**src/rtl/usb_host_xfer.sv**
```systemverilog
// USB host transaction engine: issues a token, moves OUT/SETUP payload or receives IN
// data, handles handshakes, per-endpoint data toggles and bounded retries.
module usb_host_xfer #(
  parameter int RESP_TIMEOUT = 92,
  parameter int MAX_RETRY    = 3,
  parameter int MAX_PKT      = 512
) (
  input  logic        clk,
  input  logic        rst_n,
  input  logic        req_valid,
  output logic        req_ready,
  input  logic [1:0]  req_type,
  input  logic [6:0]  req_addr,
  input  logic [3:0]  req_ep,
  input  logic [9:0]  req_len,
  output logic        tok_start,
  output logic [1:0]  tok_type,
  output logic [6:0]  tok_addr,
  output logic [3:0]  tok_ep,
  input  logic        tok_sent,
  output logic        tx_data_start,
  output logic [1:0]  tx_data_type,
  input  logic [7:0]  s_tdata,
  input  logic        s_tvalid,
  output logic        s_tready,
  output logic [7:0]  tx_tdata,
  output logic        tx_tvalid,
  input  logic        tx_tready,
  output logic        tx_tlast,
  input  logic [7:0]  rx_tdata,
  input  logic        rx_tvalid,
  input  logic        rx_end,
  input  logic [1:0]  rx_data_type,
  input  logic        rx_hsk_recv,
  input  logic [1:0]  rx_hsk_type,
  input  logic        crc_error,
  output logic        tx_hsk_send,
  output logic [1:0]  tx_hsk_type,
  input  logic        tx_hsk_sent,
  output logic [7:0]  m_tdata,
  output logic        m_tvalid,
  output logic        done,
  output logic [2:0]  status,
  output logic [9:0]  rx_count
);

  typedef enum logic [2:0] {
    ST_IDLE, ST_TOKEN, ST_TX_DATA, ST_WAIT_RESP, ST_RX_DATA, ST_SEND_ACK, ST_DONE
  } state_t;

  localparam logic [1:0] T_IN    = 2'b10;
  localparam logic [1:0] T_SETUP = 2'b11;
  localparam logic [1:0] H_ACK   = 2'b00;
  localparam logic [1:0] H_NYET  = 2'b01;
  localparam logic [1:0] H_STALL = 2'b11;

  state_t      state_r, state_n;
  logic [1:0]  type_r;
  logic [6:0]  addr_r;
  logic [3:0]  ep_r;
  logic [9:0]  len_r;
  logic [9:0]  byte_cnt_r;
  logic [15:0] tmo_r;
  logic [7:0]  retry_r;
  logic [15:0] toggle_r;
  logic [2:0]  status_r;
  logic [9:0]  rx_count_r;
  logic [7:0]  m_tdata_r;
  logic        m_tvalid_r;

  logic accept_s, in_tx_s, zlp_s, last_s, xfer_s, tmo_hit_s, retry_ok_s, rx_in_s;
  logic retry_s, stat_wr_s, tog_wr_s, tog_val_s;
  logic [2:0] stat_val_s;

  assign req_ready     = (state_r == ST_IDLE);
  assign accept_s      = req_valid && req_ready;
  assign tok_start     = (state_r == ST_TOKEN);
  assign tok_type      = type_r;
  assign tok_addr      = addr_r;
  assign tok_ep        = ep_r;
  assign in_tx_s       = (state_r == ST_TX_DATA);
  assign zlp_s         = (len_r == 10'd0);
  assign last_s        = (byte_cnt_r == len_r - 10'd1) || (byte_cnt_r == 10'(MAX_PKT - 1));
  assign tx_data_start = in_tx_s;
  assign tx_data_type  = (in_tx_s && type_r != T_SETUP) ? {toggle_r[ep_r], 1'b0} : 2'b00;
  assign tx_tvalid     = in_tx_s && !zlp_s && s_tvalid;
  assign s_tready      = in_tx_s && !zlp_s && tx_tready;
  assign tx_tdata      = in_tx_s ? s_tdata : 8'd0;
  assign tx_tlast      = in_tx_s && (zlp_s || last_s);
  assign xfer_s        = tx_tvalid && tx_tready;
  assign tmo_hit_s     = (tmo_r == 16'(RESP_TIMEOUT - 1));
  assign retry_ok_s    = (retry_r < 8'(MAX_RETRY));
  // The first IN byte arrives while still waiting, so it is captured there too.
  assign rx_in_s       = (state_r == ST_RX_DATA) ||
                         (state_r == ST_WAIT_RESP && type_r == T_IN && !rx_hsk_recv);
  assign tx_hsk_send   = (state_r == ST_SEND_ACK);
  assign tx_hsk_type   = 2'b00;
  assign done          = (state_r == ST_DONE);
  assign status        = status_r;
  assign rx_count      = rx_count_r;
  assign m_tdata       = m_tdata_r;
  assign m_tvalid      = m_tvalid_r;

  // State register
  always_ff @(posedge clk) begin
    if (!rst_n) state_r <= ST_IDLE;
    else        state_r <= state_n;
  end

  // Next-state, status, toggle and retry decisions
  always_comb begin
    state_n    = state_r;
    retry_s    = 1'b0;
    stat_wr_s  = 1'b0;
    stat_val_s = 3'd0;
    tog_wr_s   = 1'b0;
    tog_val_s  = 1'b0;
    case (state_r)
      ST_IDLE:     state_n = accept_s ? ST_TOKEN : ST_IDLE;
      ST_TOKEN: begin
        if (tok_sent) state_n = (type_r == T_IN) ? ST_WAIT_RESP : ST_TX_DATA;
        else          state_n = ST_TOKEN;
      end
      ST_TX_DATA: begin
        if (zlp_s || (xfer_s && last_s)) state_n = ST_WAIT_RESP;
        else                             state_n = ST_TX_DATA;
      end
      ST_WAIT_RESP: begin
        if (rx_hsk_recv) begin
          if (rx_hsk_type == H_STALL) begin
            state_n    = ST_DONE;
            stat_wr_s  = 1'b1;
            stat_val_s = 3'd3;
          end else if (type_r != T_IN && (rx_hsk_type == H_ACK || rx_hsk_type == H_NYET)) begin
            state_n    = ST_DONE;
            stat_wr_s  = 1'b1;
            stat_val_s = (rx_hsk_type == H_NYET) ? 3'd1 : 3'd0;
            tog_wr_s   = 1'b1;
            tog_val_s  = (type_r == T_SETUP) ? 1'b1 : ~toggle_r[ep_r];
          end else begin
            retry_s    = 1'b1;
            state_n    = retry_ok_s ? ST_TOKEN : ST_DONE;
            stat_wr_s  = !retry_ok_s;
            stat_val_s = 3'd2;
          end
        end else if (type_r == T_IN && rx_tvalid) begin
          state_n = ST_RX_DATA;
        end else if (tmo_hit_s) begin
          retry_s    = 1'b1;
          state_n    = retry_ok_s ? ST_TOKEN : ST_DONE;
          stat_wr_s  = !retry_ok_s;
          stat_val_s = 3'd4;
        end else begin
          state_n = ST_WAIT_RESP;
        end
      end
      ST_RX_DATA: begin
        if (rx_end && crc_error) begin
          retry_s    = 1'b1;
          state_n    = retry_ok_s ? ST_TOKEN : ST_DONE;
          stat_wr_s  = !retry_ok_s;
          stat_val_s = 3'd5;
        end else if (rx_end) begin
          state_n    = ST_SEND_ACK;
          stat_wr_s  = 1'b1;
          tog_wr_s   = (rx_data_type == {toggle_r[ep_r], 1'b0});
          tog_val_s  = ~toggle_r[ep_r];
          stat_val_s = tog_wr_s ? 3'd0 : 3'd6;
        end else begin
          state_n = ST_RX_DATA;
        end
      end
      ST_SEND_ACK: state_n = tx_hsk_sent ? ST_DONE : ST_SEND_ACK;
      ST_DONE:     state_n = ST_IDLE;
      default:     state_n = ST_IDLE;
    endcase
  end

  // Request latch, counters, toggles and IN payload register
  always_ff @(posedge clk) begin
    if (!rst_n) begin
      type_r     <= 2'b00;
      addr_r     <= 7'd0;
      ep_r       <= 4'd0;
      len_r      <= 10'd0;
      byte_cnt_r <= 10'd0;
      tmo_r      <= 16'd0;
      retry_r    <= 8'd0;
      toggle_r   <= 16'd0;
      status_r   <= 3'd0;
      rx_count_r <= 10'd0;
      m_tdata_r  <= 8'd0;
      m_tvalid_r <= 1'b0;
    end else begin
      if (accept_s) begin
        type_r   <= req_type;
        addr_r   <= req_addr;
        ep_r     <= req_ep;
        len_r    <= (req_type == T_SETUP) ? 10'd8 : req_len;
        retry_r  <= 8'd0;
        status_r <= 3'd0;
      end else if (retry_s && retry_ok_s) begin
        retry_r <= retry_r + 8'd1;
      end
      if (stat_wr_s) status_r <= stat_val_s;
      if (tog_wr_s) toggle_r[ep_r] <= tog_val_s;
      byte_cnt_r <= !in_tx_s ? 10'd0 : (xfer_s ? byte_cnt_r + 10'd1 : byte_cnt_r);
      tmo_r      <= (state_r == ST_WAIT_RESP) ? tmo_r + 16'd1 : 16'd0;
      if (accept_s || state_r == ST_TOKEN) rx_count_r <= 10'd0;
      else if (rx_in_s && rx_tvalid && rx_count_r != 10'd1023) rx_count_r <= rx_count_r + 10'd1;
      m_tvalid_r <= rx_in_s && rx_tvalid;
      m_tdata_r  <= rx_in_s ? rx_tdata : 8'd0;
    end
  end

endmodule

```
**config.mk**
```make
export PLATFORM = sky130hd
export DESIGN_NAME = usb_host_xfer
export DESIGN_NICKNAME = d
export VERILOG_FILES = /design/src/rtl/usb_host_xfer.sv
export SDC_FILE = /design/constraint.sdc
export NUM_CORES = 1
export LEC_CHECK = 0
export ABC_CLOCK_PERIOD_IN_PS = 5400
export CAP_MARGIN = 20
export CORE_MARGIN = 3
export CORE_UTILIZATION = 55
export DETAILED_ROUTE_END_ITERATION = 8
export GPL_ROUTABILITY_DRIVEN = 1
export GPL_TIMING_DRIVEN = 0
export PLACE_DENSITY = 0.86
export SYNTH_ARGS = -nofsm -noshare
export SYNTH_HDL_FRONTEND = slang
export SYNTH_SLANG_ARGS = --single-unit
```
**constraint.sdc**
```tcl
create_clock -name clk -period 5.4 [get_ports clk]
set_input_delay 1.35 -clock clk [delete_from_list [all_inputs] [get_ports clk]]
set_output_delay 1.35 -clock clk [all_outputs]
set_load 0.02 [all_outputs]
```
==> metrics.yaml, run 1 <==
wl_um: 12500
cts_max_level: 3
cts.sinks: 98
yosysWarnings: 0
rsz0062_at_grt: "no"
utilization_pct: 74.2
grt.busiest_layer: "met2"
muxShareOfSynthArea_pct: 4.34
fillerInstances: 665
synthXorXnorAreaFrac_pct: 7.57
yosysSeqAreaShare_pct: 40.5
status: "completed"
routed_via_density: 5.83
cp_max_fo: 8
clk_pin_slew_ns: 0.09
drv_cap: 0
synth_compound_area_share_pct: 15.0
crit_buf_inv: 2
crit_path_end_kind: "output port"
setup_viol: 0
grt_pass1_vias: 4382
fin_skew_ns: 0.0129
grt_max_degree: 16
numCtsBuffers: 9
port_buffers: 105
synthAdderAreaFrac_pct: 1.29
synth-async-reset-ratio_pct: 0
use_met3_pct: 6.74
ys_ff_latch: 98
use_met1_pct: 31.7
placementRows: 33
fin_area_mm2: 0.00622
coreArea_mm2: 0.00838
wl_per_cell_um: 15.9
first_pass_iters: 5
dr_total_vias: 4584
drive_gt1_share_pct: 5.43
synthesis.area_mm2: 0.00485
synth_top_family_by_area: "simple AND/OR/NAND/NOR gates"
arrival_ns: 3.54
place_hpwl_um: 9480
num-nets-final: 735
ant_nets: 0
path_delay_family: "simple AND/OR/NAND/NOR gates"
clk_latency_ns: 0.37
drc: 0
slowest_delay_ns: 0.62
num_io_pins: 109
grt_util_met2_pct: 42.6
die_x_um: 99.9
fmax_ghz: 0.205
fin_tns_setup_ns: 0
start_util_pct: 57.8
synthFlopType: "dfxtp_1"
die_h_um: 99.9
syn_avg_cell_area_um2: 8.68
crit_slowest_cell: "or4_1"
ctsResizeCount: 0
period_share_pct: 90.5
synthSimpleGateAreaFrac_pct: 27.3
p_leak_nw: 2.27
first_iter_violations: 243
ir_worst_vdd_mv: 0.177
hold_path.class: "flop to flop"
grt_pass1_wl_um: 20400
ys_types: 64
antenna_cells: 0
hold_buffers: 0
gp_congestion: 0.916
worst_pin_slew_ns: 0.917
powerDensity_mw_per_mm2: 243
syn_to_final_growth_pct: 28.3
slew-limit-headroom_pct: 38.5
die_area_mm2: 0.00997
antenna_found_initial: 0
cts_tree: "yes"
grtUsageTotal_pct: 25.2
placed_area_mm2: 0.00604
overflow: 0
root_buffer: "clkbuf_8"
worstPathCellList: "clkbuf_1 -> or4_1 -> nor2_1 -> xnor2_1 -> a2111oi_0 -> or3b_1 -> nand2b_1 -> clkdlybuf4s50_1"
required_ns: 4.05
min_period_ns: 4.89
cts_buffer_depth: 2
crit_type: "flop to output port"
post_cts_buffers: 0
synth_cells: 558
crit_path_start_kind: "flop"
final_max_slew_viol_count: 0
synth-edff-count: 0
hold_viol: 0
## report_power, final
part	internal (W)	total, W	leakage [nW]	switching (W)
Sequential	0.000741	0.000758	0.793	0.0000173
Combinational	0.000135	0.000304	1.38	0.000170
Clock	0.000192	0.000446	0.0924	0.000253
## synth_stat cells (4+ instances only)
master    count  area, µm²
dfxtp_1      98       1960
nand2_1      75        282
nor2_1       52        195
and3_1       24        150
xor2_1       22        193
clkbuf_1     21       78.8
a21oi_1      18       90.1
nand3_1      18       90.1
xnor2_1      18        158
o21ai_0      16       80.1
and2_1       15       93.8
a21boi_0     14        105
nor3_1       12       60.1
inv_1        11       41.3
nand2b_1     11       68.8
mux2i_1       9       90.1
o311ai_1      9       78.8
o41ai_1       9       78.8
nand4_1       7       43.8
nor4_1        7       43.8
or3_1         6       37.5
a22o_1        5       43.8
ha_1          5       62.6
nor4b_1       5       43.8
and4_1        4       35.0
nor3b_1       4       30.0
o211ai_1      4       30.0
## cells in the final DEF (no fill, tap or decap), drive strengths merged, types with 9 or more instances in the layout
master,instances
a21oi,18
o21ai,16
nand2,75
nand3,18
xnor2,19
o41ai,9
o311ai,9
nor3,12
xor2,22
nand2b,11
a21boi,14
clkbuf,33
nor2,52
clkdlybuf4s50,105
buf,10
mux2i,9
inv,11
dfxtp,98
and3,24
and2,16
## routing by layer
metal | part of all wire, % | up-vias | routed length (µm)
met5 | 0 | - | 0
met4 | 1.5 | 0 | 193
met3 | 7.6 | 18 | 956
met2 | 48 | 196 | 6010
met1 | 43 | 2155 | 5370
li1 | - | 2215 | -
## layout make-up
cell class	count	area, µm²	share of cell area (%)
timing repair buffer	105	1050	16.9
clock inverter	4	26.3	0.423
sequential	98	1960	31.6
buffer	31	153	2.46
inverter	11	41.3	0.664
multi-input combinational	420	2700	43.4
clock buffer	12	155	2.50
tap	105	131	2.11
## flip-flops by register name, summed over array words and instances, names as in the netlist, 7 cells and up
signal and count:
byte_cnt_r 10, len_r 10, m_tdata 8, retry_r 8, rx_count 10, tmo_r 16
toggle_r 16, tok_addr 7
## metrics by stage
stage	total power [W]	instances	setup slack, ns	hold slack (ns)
after floorplan	0.000948	560	1.80	0.430
after global placement	0.00106	770	1.10	0.442
after detailed placement	0.00107	770	0.926	0.454
after CTS	0.00151	786	0.516	0.468
after global routing	0.00157	786	0.306	0.481
final	0.00151	786	0.514	0.474
## final timing paths
| path | startpoint | to | slack (ns) | cells after the start |
|---|---|---|---|---|
| hold / removal | toggle_r[2]$_SDFFE_PN0P_ | toggle_r[2]$_SDFFE_PN0P_ | 0.47 | 2 |
| hold reg to reg | toggle_r[2]$_SDFFE_PN0P_ | toggle_r[2]$_SDFFE_PN0P_ | 0.47 | 2 |
| setup reg to reg | tok_ep[3]$_SDFFE_PN0P_ | toggle_r[14]$_SDFFE_PN0P_ | 2.54 | 7 |
| setup / recovery | len_r[2]$_SDFFE_PN0P_ | tx_tlast | 0.51 | 8 |
## cell families after synthesis
logic type      count (synthesis)
compound gates                 99
flops                          98
xor+xnor                       41
other cells                     1
simple gates                  258
buf+inv                        42
mux                            14
fa+ha+maj                       5
## tightest hold or removal path: cells and delay by family, from the launching register on
kind             cells  cell delay, ns
flip-flops           1            0.32
multiplexers         1            0.06
AND/OR/NAND/NOR      1            0.05
No activity file was read; power rests on OpenSTA's default activity.
==> run 2, diff against run 1 <==
--- a/config.mk
+++ b/config.mk
@@ -13,6 +13,7 @@
 export GPL_ROUTABILITY_DRIVEN = 1
 export GPL_TIMING_DRIVEN = 0
 export PLACE_DENSITY = 0.86
+export REMOVE_ABC_BUFFERS = 1
 export SYNTH_ARGS = -nofsm -noshare
 export SYNTH_HDL_FRONTEND = slang
 export SYNTH_SLANG_ARGS = --single-unit
==> run 2 against run 1 <==
Effect of this change:
- power increased by 3.3%
- final area fell by 1.9%
- critical path depth down 1
- combinational power is 12% lower
- global-route usage shrank 1.5 points
- core utilization shrank 1.4 points
- highest routed layer unchanged
- via count fell by 2.8%
- sequential power is 2% higher
==> metrics.yaml, run 2 (synthesis gave the netlist of run 1 again) <==
status: "completed"
crit_type: "flop to output port"
stdcell_count: 755
final_common_cell: "clkdlybuf4s50_1"
hold_viol: 0
place_hpwl_um: 8590
dr_total_vias: 4456
grt_pass1_wl_um: 19300
cts.sinks: 98
die_x_um: 99.9
wl_um: 11900
required_ns: 4.05
clk_latency_ns: 0.36
power_w: 0.00156
post_cts_buffers: 0
crit_path_end_kind: "output port"
ctsResizeCount: 0
ant_nets: 0
port_buffers: 105
placementRows: 33
fin_skew_ns: 0.00668
first_iter_violations: 211
coreArea_mm2: 0.00838
hold_buffers: 0
overflow: 0
first_pass_iters: 5
fmax_ghz: 0.210
mostFrequentLayoutCells: "clkdlybuf4s50_1 (104), dfxtp_1 (98), nand2_1 (75)"
clk_pin_slew_ns: 0.09
grt_pass1_vias: 4249
p_leak_nw: 2.21
hold_path.class: "flop to flop"
setup_viol: 0
rsz0062_at_grt: "no"
antenna_cells: 0
final_max_slew_viol_count: 0
die_area_mm2: 0.00997
period_share_pct: 88.4
routed_via_density: 5.90
reg_top3: "tmo_r: 16 flops, toggle_r: 16 flops"
antenna_found_initial: 0
fin_tns_setup_ns: 0
cts_max_level: 3
min_period_ns: 4.77
drc: 0
r2r_cells: 6
hold_depth: 2
cts_buffer_depth: 2
arrival_ns: 3.42
powerDensity_mw_per_mm2: 256
wl_per_cell_um: 15.7
num_io_pins: 109
num-nets-final: 704
drv_cap: 0
root_buffer: "clkbuf_8"
cts_tree: "yes"
worst_pin_slew_ns: 0.985
numCtsBuffers: 9
grtUsageTotal_pct: 23.6
cp_max_fo: 19
dp.cells: 739
syn_to_final_growth_pct: 25.8
gp_congestion: 0.919
drive_gt1_share_pct: 4.62
crit_path_start_kind: "flop"
die_h_um: 99.9
grt_max_degree: 51
ir_worst_vdd_mv: 0.168
slew-limit-headroom_pct: 33.9
start_util_pct: 57.8
run 2: path summary, 6_finish.rpt:
| check | start | endpoint | slack, ns |
|---|---|---|---|
| setup / recovery | state_r[1]$_SDFF_PN0_ | tx_tlast | 0.63 |
| setup reg to reg | tok_ep[2]$_SDFFE_PN0P_ | toggle_r[8]$_SDFFE_PN0P_ | 2.22 |
| hold / removal | toggle_r[12]$_SDFFE_PN0P_ | toggle_r[12]$_SDFFE_PN0P_ | 0.47 |
| hold reg to reg | toggle_r[12]$_SDFFE_PN0P_ | toggle_r[12]$_SDFFE_PN0P_ | 0.47 |
run 2: final cells by class:
cell class                      instances  area, µm²
Clock buffer                           11        141
Clock inverter                          5       77.6
Fill cell                             641       2280
Inverter                               11       41.3
Multi-Input combinational cell        420       2700
Sequential cell                        98       1960
Tap cell                              105        131
Timing Repair Buffer                  105       1050
run 2: critical path: stages (launching register included):
cell and delay (ns):
dfxtp_1 0.67, or3b_2 0.57, inv_1 0.21, nand4_1 0.13, a2111oi_0 0.35, or3b_1 0.42
nand2b_1 0.11, clkdlybuf4s50_1 0.61
run 2: where the power goes:
part	switching, W	internal [W]
Combinational	0.000144	0.000125
Sequential	0.0000334	0.000741
Clock	0.000243	0.000272
Total	0.000420	0.00114
run 2: stage by stage:
| stage | utilization (%) | cell area, µm² | setup slack [ns] | hold slack (ns) |
|---|---|---|---|---|
| floorplan | - | 4700 | 1.80 | 0.430 |
| finish | 72.7 | 6100 | 0.627 | 0.466 |
| detailed placement | 70.1 | 5880 | 1.07 | 0.455 |
| global route | 72.7 | 6100 | 0.484 | 0.482 |
| CTS | 72.7 | 6100 | 0.657 | 0.469 |
| global placement | 70.2 | 5880 | 1.08 | 0.442 |
run 2: layer usage:
metal  wire length (µm)  vias to the layer above  global-route usage, %
li1                   -                     2162                      -
met1               4820                     2095                   28.5
met2               5940                      180                   41.3
met3                874                       19                   5.42
met4                225                        0                   8.30
met5                  0                        -                      0
